File: src/rtl/car_safety_interlock_seq.sv
`default_nettype none
// ============================================================================
// Module      : car_safety_interlock_seq
// Description : Ignition/start interlock for a vehicle.
//               - Debounces the key, belt, door, brake, park and health inputs.
//               - Sequences OFF -> CHECK -> READY -> RUN, and moves to LOCK
//                 after too many refused start requests.
//               - Drives seat-belt and per-channel fault warnings.
//               - Drives a square-wave chime.
// Revision    : 1.0 - initial release
// ============================================================================
module car_safety_interlock_seq #(
  parameter int N_FAULT    = 6,
  parameter int DEB_CYC    = 4,
  parameter int MAX_TRY    = 3,
  parameter int CHIME_HALF = 8
) (
  input  logic               clk,
  input  logic               rst,
  input  logic               key,
  input  logic               sb,
  input  logic               door,
  input  logic               brk,
  input  logic               park,
  input  logic [N_FAULT-1:0] fault_ok,
  input  logic               srv,
  input  logic               start_req,
  output logic               start_permit,
  output logic               engine_on,
  output logic               lockout,
  output logic               chime,
  output logic               seat_warn,
  output logic [N_FAULT-1:0] fault_warn,
  output logic [2:0]         state
);

  // Debounced channels: key, sb, door, brk, park, then one per health input.
  localparam int         c_num_ch      = 5 + N_FAULT;
  localparam logic [7:0] c_deb_last    = 8'(DEB_CYC - 1);
  localparam logic [3:0] c_max_try     = 4'(MAX_TRY);
  localparam logic [8:0] c_chime_half  = 9'(CHIME_HALF);
  localparam logic [8:0] c_chime_last  = 9'(2 * CHIME_HALF - 1);

  typedef enum logic [2:0] {
    S_OFF   = 3'd0,
    S_CHECK = 3'd1,
    S_READY = 3'd2,
    S_RUN   = 3'd3,
    S_LOCK  = 3'd4
  } state_t;

  logic [c_num_ch-1:0] w_raw;
  logic [c_num_ch-1:0] w_filt;
  logic                w_key_f;
  logic                w_sb_f;
  logic                w_door_f;
  logic                w_brk_f;
  logic                w_park_f;
  logic [N_FAULT-1:0]  w_fault_f;
  logic                w_ok;

  state_t              r_state;
  state_t              w_state_nxt;
  logic [3:0]          r_try;
  logic [3:0]          w_try_nxt;
  logic [3:0]          w_try_inc;

  logic                w_chime_en;
  logic [8:0]          r_chime_cnt;
  logic                r_chime;

  assign w_raw = {fault_ok, park, brk, door, sb, key};

  // One independent debouncer per channel. The filtered value follows the raw
  // value only after DEB_CYC consecutive differing samples.
  for (genvar g = 0; g < c_num_ch; g++) begin : g_deb
    logic [7:0] r_cnt;
    logic       r_f;

    // Count consecutive disagreeing samples; any agreeing sample restarts.
    always_ff @(posedge clk or posedge rst) begin
      if (rst) begin
        r_cnt <= 8'd0;
        r_f   <= 1'b0;
      end else if (w_raw[g] != r_f) begin
        if (r_cnt == c_deb_last) begin
          r_f   <= w_raw[g];
          r_cnt <= 8'd0;
        end else begin
          r_cnt <= r_cnt + 8'd1;
        end
      end else begin
        r_cnt <= 8'd0;
      end
    end

    assign w_filt[g] = r_f;
  end

  assign w_key_f   = w_filt[0];
  assign w_sb_f    = w_filt[1];
  assign w_door_f  = w_filt[2];
  assign w_brk_f   = w_filt[3];
  assign w_park_f  = w_filt[4];
  assign w_fault_f = w_filt[c_num_ch-1:5];

  // Service mode waives only the belt and door conditions.
  assign w_ok = (&w_fault_f) & w_brk_f & w_park_f & (srv | (w_sb_f & w_door_f));

  // Retry counter saturates rather than wrapping.
  assign w_try_inc = (r_try == 4'hF) ? r_try : r_try + 4'd1;

  // State and retry-counter registers.
  always_ff @(posedge clk or posedge rst) begin
    if (rst) begin
      r_state <= S_OFF;
      r_try   <= 4'd0;
    end else begin
      r_state <= w_state_nxt;
      r_try   <= w_try_nxt;
    end
  end

  // Next-state logic. Key-off takes priority in every state.
  always_comb begin
    w_state_nxt = r_state;
    w_try_nxt   = r_try;
    if (!w_key_f) begin
      w_state_nxt = S_OFF;
      w_try_nxt   = 4'd0;
    end else begin
      case (r_state)
        S_OFF: begin
          w_state_nxt = S_CHECK;
        end
        S_CHECK: begin
          if (w_ok) begin
            w_state_nxt = S_READY;
          end else if (start_req) begin
            w_try_nxt = w_try_inc;
            if (w_try_inc == c_max_try) begin
              w_state_nxt = S_LOCK;
            end
          end
        end
        S_READY: begin
          if (!w_ok) begin
            w_state_nxt = S_CHECK;
          end else if (start_req) begin
            w_state_nxt = S_RUN;
            w_try_nxt   = 4'd0;
          end
        end
        S_RUN: begin
          // Running engine is never dropped on loss of OK; only key-off stops it.
          w_state_nxt = S_RUN;
        end
        S_LOCK: begin
          // Start requests are ignored; only key-off clears the lockout.
          w_state_nxt = S_LOCK;
        end
        default: begin
          w_state_nxt = S_OFF;
          w_try_nxt   = 4'd0;
        end
      endcase
    end
  end

  // Moore decodes of the state register.
  assign state        = r_state;
  assign start_permit = (r_state == S_READY);
  assign engine_on    = (r_state == S_RUN);
  assign lockout      = (r_state == S_LOCK);

  // Warnings come straight from the filtered registers.
  assign seat_warn  = w_key_f & ~w_sb_f;
  assign fault_warn = {N_FAULT{w_key_f}} & ~w_fault_f;

  assign w_chime_en = (seat_warn & (r_state != S_OFF))
                    | (r_state == S_LOCK)
                    | ((r_state == S_RUN) & ~w_door_f);

  // Chime phase counter: high for the first half-period, low for the second.
  // Dropping the enable silences the chime and rewinds the phase.
  always_ff @(posedge clk or posedge rst) begin
    if (rst) begin
      r_chime_cnt <= 9'd0;
      r_chime     <= 1'b0;
    end else if (!w_chime_en) begin
      r_chime_cnt <= 9'd0;
      r_chime     <= 1'b0;
    end else begin
      r_chime     <= (r_chime_cnt < c_chime_half);
      r_chime_cnt <= (r_chime_cnt == c_chime_last) ? 9'd0 : r_chime_cnt + 9'd1;
    end
  end

  assign chime = r_chime;

endmodule
`default_nettype wire

File: config.mk
export PLATFORM = sky130hd
export DESIGN_NAME = car_safety_interlock_seq
export DESIGN_NICKNAME = d
export VERILOG_FILES = /design/src/rtl/car_safety_interlock_seq.sv
export SDC_FILE = /design/constraint.sdc
export NUM_CORES = 1
export LEC_CHECK = 0
export CORE_MARGIN = 1
export CORE_UTILIZATION = 50
export DETAILED_ROUTE_END_ITERATION = 7
export PLACE_DENSITY = 0.73
export SYNTH_ARGS = -nofsm -noshare
export SYNTH_HDL_FRONTEND = slang
export SYNTH_SLANG_ARGS = --single-unit
File: constraint.sdc
create_clock -name clk -period 6 [get_ports clk]
set_input_delay 1.5 -clock clk [delete_from_list [all_inputs] [get_ports clk]]
set_output_delay 1.5 -clock clk [all_outputs]
set_load 0.1 [all_outputs]
==> results of run 1 <==
## sequential cells by signal, summed over array words and instances, names as in the netlist
register,flops
chime,1
g_deb.r_cnt,88
g_deb.r_f,11
r_chime_cnt,9
r_try,4
state,3
## cell families (layout without fill, tap and decap cells)
group                      after synthesis  in the layout  share of synthesized area, %
xor gates and xnor gates                85             85                          13.8
buffers and inverters                    6             64                         0.440
muxes                                   14             14                          2.92
and+or+nand+nor                        269            269                          24.0
DFF                                    116            116                          53.7
AOI/OAI and AO/OA                       17             17                          2.11
adders and majority gates               13             13                          3.01
## area by class of cell
cell class	count	area [sq um]	share of cell area, %
inverter	5	21.3	0.331
sequential	116	2900	45.2
clock buffer	21	459	7.15
tap	136	170	2.65
timing repair buffer	29	288	4.48
clock inverter	9	105	1.64
multi-input combinational	398	2470	38.5
## through the flow
| step | instance area (sq um) | power (mW) | utilization, % |
|---|---|---|---|
| floorplan | 5400 | 1.68 | - |
| global placement | 5860 | 1.87 | 56.2 |
| detailed placement | 5860 | 1.89 | 56.2 |
| CTS | 6420 | 2.86 | 61.6 |
| global route | 6420 | 3.00 | 61.6 |
| finish | 6420 | 2.84 | 61.6 |
## report_power, final
group,switching (mW),internal [mW],total (mW)
combinational,0.545,0.253,0.797
clock,0.346,0.616,0.961
sequential,0.162,0.919,1.08
## Yosys cell counts, drive strengths merged
cell type,n
a2111oi,1
a211oi,2
a21oi,2
a221oi,1
a31oi,3
and2,3
and3,30
and3b,1
buf,1
clkinv,1
dfrtp,116
ha,13
inv,4
mux2,11
mux2i,3
nand2,33
nand2b,2
nand3,55
nand3b,2
nand4,3
nor2,102
nor2b,3
nor3,15
nor3b,3
nor4,3
nor4b,8
o211ai,2
o21a,1
o21ai,3
o21bai,1
o31ai,1
or2,1
or3,2
or4,2
or4b,1
xnor2,20
xor2,65
## final timing paths
path | to | slack [ns] | start | cells past startpoint
max | fault_warn[2] | 1.81 | g_deb[0].r_f$_DFFE_PP0P_ | 3
max reg2reg | g_deb[0].r_cnt[2]$_DFF_PP0_ | 4.01 | g_deb[0].r_cnt[0]$_DFF_PP0_ | 5
min in group asynchronous | g_deb[9].r_f$_DFFE_PP0P_ | 1.57 | rst | 2
min | g_deb[9].r_cnt[0]$_DFF_PP0_ | 0.49 | g_deb[9].r_cnt[0]$_DFF_PP0_ | 1
max in group asynchronous | state[2]$_DFFE_PP0P_ | 3.42 | rst | 3
min reg2reg | g_deb[9].r_cnt[0]$_DFF_PP0_ | 0.49 | g_deb[9].r_cnt[0]$_DFF_PP0_ | 1
## cells in the final DEF (no fill, tap or decap), types with 3 or more instances in the layout
cell type / synthesis / routed
mux2i_1: 3 / 3
and2_1: 3 / 3
clkinv_2: 0 / 3
clkbuf_16: 0 / 16
nand2_1: 33 / 33
nor2_1: 102 / 102
clkbuf_8: 0 / 4
nand3_1: 55 / 55
mux2_2: 10 / 10
clkinvlp_4: 0 / 4
dfrtp_1: 116 / 116
nand4_1: 3 / 3
nor4_1: 3 / 3
nor3b_1: 3 / 3
a31oi_1: 3 / 3
inv_1: 4 / 3
nor3_1: 15 / 15
clkdlybuf4s50_1: 0 / 28
and3_1: 30 / 30
ha_1: 13 / 13
xor2_1: 65 / 65
o21ai_0: 3 / 3
xnor2_1: 20 / 20
nor4b_1: 8 / 8
nor2b_1: 3 / 3
## metal layers
layer,wire length [um],GRT usage (%)
met1,4880,27.2
met2,4570,30.0
met3,390,6.44
met4,254,10.0
met5,0,0
==> metrics.md, run 1 <==
| Metric | Value |
|---|---|
| Final-stage net count | 595 |
| Post-CTS sizing | 0 |
| Crit path arrival time | approximately 2.7 ns |
| Worst vdd ir | 471 uV |
| Post-CTS Setup Bufs | 0 |
| Status | finished clean |
| Grt total ovfl | 0 |
| Worst Hold Class | flop to flop |
| CTS Sinks | 116 |
| Top-area cell type share of the netlist area | 53.7% |
| Sequential share of the synthesized area | 53.7% |
| Die boundary height | 106 um |
| CTS tree | done |
| Core Footprint | 0.0104 sq mm |
| Final setup vio count | 0 |
| FF+latch count, synth | 116 |
| Leak pwr | about 2.9 nW |
| Later-pin clock latency in the skew report | roughly 0.52 ns |
| Via Count | between 3000 and 4000 |
| Sum of buffers and inverters on the critical path | 2 |
| Setup total negative slack | 0 ns |
| Die area | 0.0112 sq mm |
| Starting density of the core | about half |
| Reg clk slew, reported paths | roughly 0.06 ns |
| CTS max path bufs | 2 |
| Slew Limit Fails | 0 |
| Synth top area cells | dfrtp_1 54%, xor2_1 11%, nor2_1 7.1% |
| Cell area power density | 442 mW/mm^2 |
| Final Hold Viols | 0 |
| Clock skew | 0.00633 ns |
| Row cnt | 37 |
| DP Cell Count | 684 |
| CP Max Fanout | 9 |
| Drt total wl | 10100 um |
| Largest net degree at the start of global routing | 82 |
| Netlist cell types | 39 |
| Final worst slack | 1.81 ns |
| Root Driver | clkbuf_8 |
| Post-Syn Area | 0.00540 sq mm |
| Via-per-instance ratio | 5.34 |
| Max Freq | 239 MHz |
| Post-Layout Cell Count | 714 |
| Num CTS Buffers | 17 |
| DRC violations left | 0 |
| Worst-Margin Slew | 1.00 ns |
| Share of layout cells above drive strength 1 | 7.61% |
| Critical path's slowest cell | clkdlybuf4s50_1 |
| Slowest stage delay, CP | 1.15 ns |
| # fillers | approximately 830 |
| RSZ-0062 raised after global routing | false |
| Routability cong. | 0.827 |
| MaxCap Viol Count | 0 |
| Iter 0 DRT Violations | 260 |
| Synthesized Nets | 548 |
| Syn Inst Count | 520 |
| Die X | 106 um |
| GR Util All Layers | 20.4% |
| DRT Pass-1 Iters | 4 |
| Diode count | 0 |
| First-pass GRT wire length | 17800 um |
| Crit-path cells | clkinv_1 > nor2_1 > clkdlybuf4s50_1 |
| Antenna Violating Nets Remaining | 0 |
| CP required | approximately 4.5 ns |
| Syn avg cell area | 10.4 sq um |
| Area grow syn2layout | 18.9% |
| Antenna violations before repair | 0 |
| Largest area contributor in the netlist | dfrtp_1 |
| Setup WS pre-CTS | 2.37 ns |
| CTS Hold Bufs | 0 |
| Final HPWL DP | roughly 6700 um |
| CP Class | flop to primary output |
| Delay-heaviest family, CP | buffers and inverters |
| Number of buffers inserted by port buffering | 28 |
| CP Launch Type | flop |
| Worst setup EP type | primary output |
| # IOs | 29 |
| Slew HR | 33.0% |
| H-Tree Depth | 4 |
| Hold slack final | 0.487 ns |
| Final Cycle Share | 69.8% |
| Routed length per instance | 14.1 um |
| Tmin final | 4.19 ns |
| Ys Warns | 0 |
| Vias in the first global route | 3867 |
Power figures use the tool's default switching activity.
==> run 2, diff against run 1 <==
==> constraint.sdc (replaced) <==
create_clock -name clk -period 4 [get_ports clk]
set_input_delay 1 -clock clk [delete_from_list [all_inputs] [get_ports clk]]
set_output_delay 1 -clock clk [all_outputs]
set_load 0.1 [all_outputs]
==> run 2 against run 1 <==
Net effect:
- core utilization rose by 0.71 points
- final area rose by 1.1%
- final cell count rose by 0.42%
- count of clock-buffer cells in the layout rose by 2
==> metrics.md, run 2 (synthesis results as in run 1) <==
| Metric | Value |
|---|---|
| Non-Filler Cell Area, Final | 0.00649 sq mm |
| Worst Hold Class | flop to flop |
| Routability cong. | 0.846 |
| Later-pin clock latency in the skew report | around 0.52 ns |
| Routed length per instance | 14.0 um |
| Worst vdd ir | 645 uV |
| CP Launch Type | flop |
| Iter 0 DRT Violations | 187 |
| Final Hold Viols | 0 |
| RSZ-0062 raised after global routing | false |
| Via Count | roughly 3900 |
| Root Driver | clkbuf_8 |
| Via-per-instance ratio | 5.38 |
| DP Cell Count | approximately 690 |
| Area grow syn2layout | 20.2% |
| Antenna violations before repair | 0 |
| Crit path arrival time | 2.18 ns |
| Share of layout cells above drive strength 1 | 10.3% |
| GR Util All Layers | 19.9% |
| Sum of buffers and inverters on the critical path | 1 |
| Slew Limit Fails | 0 |
| Commonest non-fill, non-tap cell in the layout | dfrtp_1 |
| Tmin final | 3.18 ns |
| CTS Sinks | 116 |
| Slew HR | 35.6% |
| Grt total ovfl | 0 |
| Worst setup EP type | primary output |
| Drt total wl | 10100 um |
| Leak pwr | 3.00 nW |
| Largest net degree at the start of global routing | 66 |
| Die boundary height | approximately 110 um |
| Post-CTS Setup Bufs | 0 |
| Setup total negative slack | 0 ns |
| Critical path's slowest cell | clkdlybuf4s50_1 |
| Cell area power density | 681 mW/mm^2 |
| Largest regs | g_deb.r_cnt (88), g_deb.r_f (11), r_chime_cnt (9) |
| DRC violations left | 0 |
| CTS Hold Bufs | 0 |
| Post-Layout Cell Count | between 700 and 800 |
| Crit-path cells | clkdlybuf4s50_1 |
| Diode count | 0 |
| Number of buffers inserted by port buffering | 28 |
| First-pass GRT wire length | 17300 um |
| Num CTS Buffers | 17 |
| Final HPWL DP | 6620 um |
| Starting density of the core | approximately half |
| # IOs | 29 |
| Antenna Violating Nets Remaining | 0 |
| CP required | 3.00 ns |
| Die X | 106 um |
| DRT Pass-1 Iters | 4 |
| H-Tree Depth | 4 |
| Post-CTS sizing | 0 |
| Final-stage net count | 596 |
| CP Max Fanout | 10 |
| PnR Total Power | 4.42 mW |
| Final Cycle Share | 79.6% |
| Most frequent cells in the layout | 116 x dfrtp_1, 102 x nor2_1, 65 x xor2_1, 55 x nand3_1, 33 x nand2_1 |
| Reg with most FFs | g_deb.r_cnt |
| Die area | between 0.01 and 0.015 sq mm |
| Max Freq | 314 MHz |
| Worst-Margin Slew | around 0.96 ns |
| Final setup vio count | 0 |
| Max FFs per register | 88 |
| MaxCap Viol Count | 0 |
| CTS max path bufs | 2 |
| Core Footprint | 0.0104 sq mm |
| Reg clk slew, reported paths | 0.06 ns |
| CP Class | flop to primary output |
| Delay-heaviest family, CP | buffers and inverters |
| CTS tree | done |
| Slowest stage delay, CP | 1.18 ns |
| Status | finished clean |
| # fillers | 833 |
| Vias in the first global route | 3791 |
| Area post-placement | a little under 0.006 sq mm |
| Clock skew | 0.00659 ns |
| Row cnt | 37 |
==> run 2: stage by stage <==
stage                     hold slack, ns  util (%)  worst slack [ns]
after floorplan                    0.433         -             0.606
after global placement             0.450      56.3              1.35
after detailed placement           0.452      56.3              1.34
after CTS                          0.459      62.4             0.791
after global routing               0.489      62.4             0.754
final                              0.460      62.4             0.818
==> run 2: worst paths after layout <==
path	start	end	slack (ns)	depth (start not counted)
worst max-delay path	state[1]$_DFFE_PP0P_	state[1]	0.82	1
worst min-delay path	r_chime_cnt[0]$_DFF_PP0_	r_chime_cnt[0]$_DFF_PP0_	0.46	1
worst max register to register	g_deb[0].r_cnt[0]$_DFF_PP0_	g_deb[0].r_f$_DFFE_PP0P_	2.05	4
worst min register to register	r_chime_cnt[0]$_DFF_PP0_	r_chime_cnt[0]$_DFF_PP0_	0.46	1
max in group asynchronous	rst	g_deb[5].r_cnt[6]$_DFF_PP0_	2.42	3
min in group asynchronous	rst	g_deb[4].r_cnt[6]$_DFF_PP0_	0.82	2
==> run 2: power breakdown <==
part | total (mW) | switching, mW | internal (mW)
Combinational | 1.19 | 0.821 | 0.364
Sequential | 1.63 | 0.251 | 1.38
Clock | 1.61 | 0.520 | 1.09
Total | 4.42 | 1.59 | 2.83
==> run 2: metal layers <==
layer  up-vias  GRT usage [%]  share of wire (%)
met5         -              0                  0
met4         0           10.2                3.1
met3        21           6.99                3.9
met2        64           30.4                 47
met1      1892           24.9                 46
li1       1881              -                  -
==> run 2: layout make-up <==
| cell class | instances | area [sq um] | area share, % |
|---|---|---|---|
| Inverter | 5 | 22.5 | 0.347 |
| Clock buffer | 23 | 487 | 7.49 |
| Multi-Input combinational cell | 398 | 2480 | 38.3 |
| Clock inverter | 9 | 148 | 2.27 |
| Tap cell | 136 | 170 | 2.62 |
| Sequential cell | 116 | 2900 | 44.7 |
| Timing Repair Buffer | 30 | 280 | 4.32 |
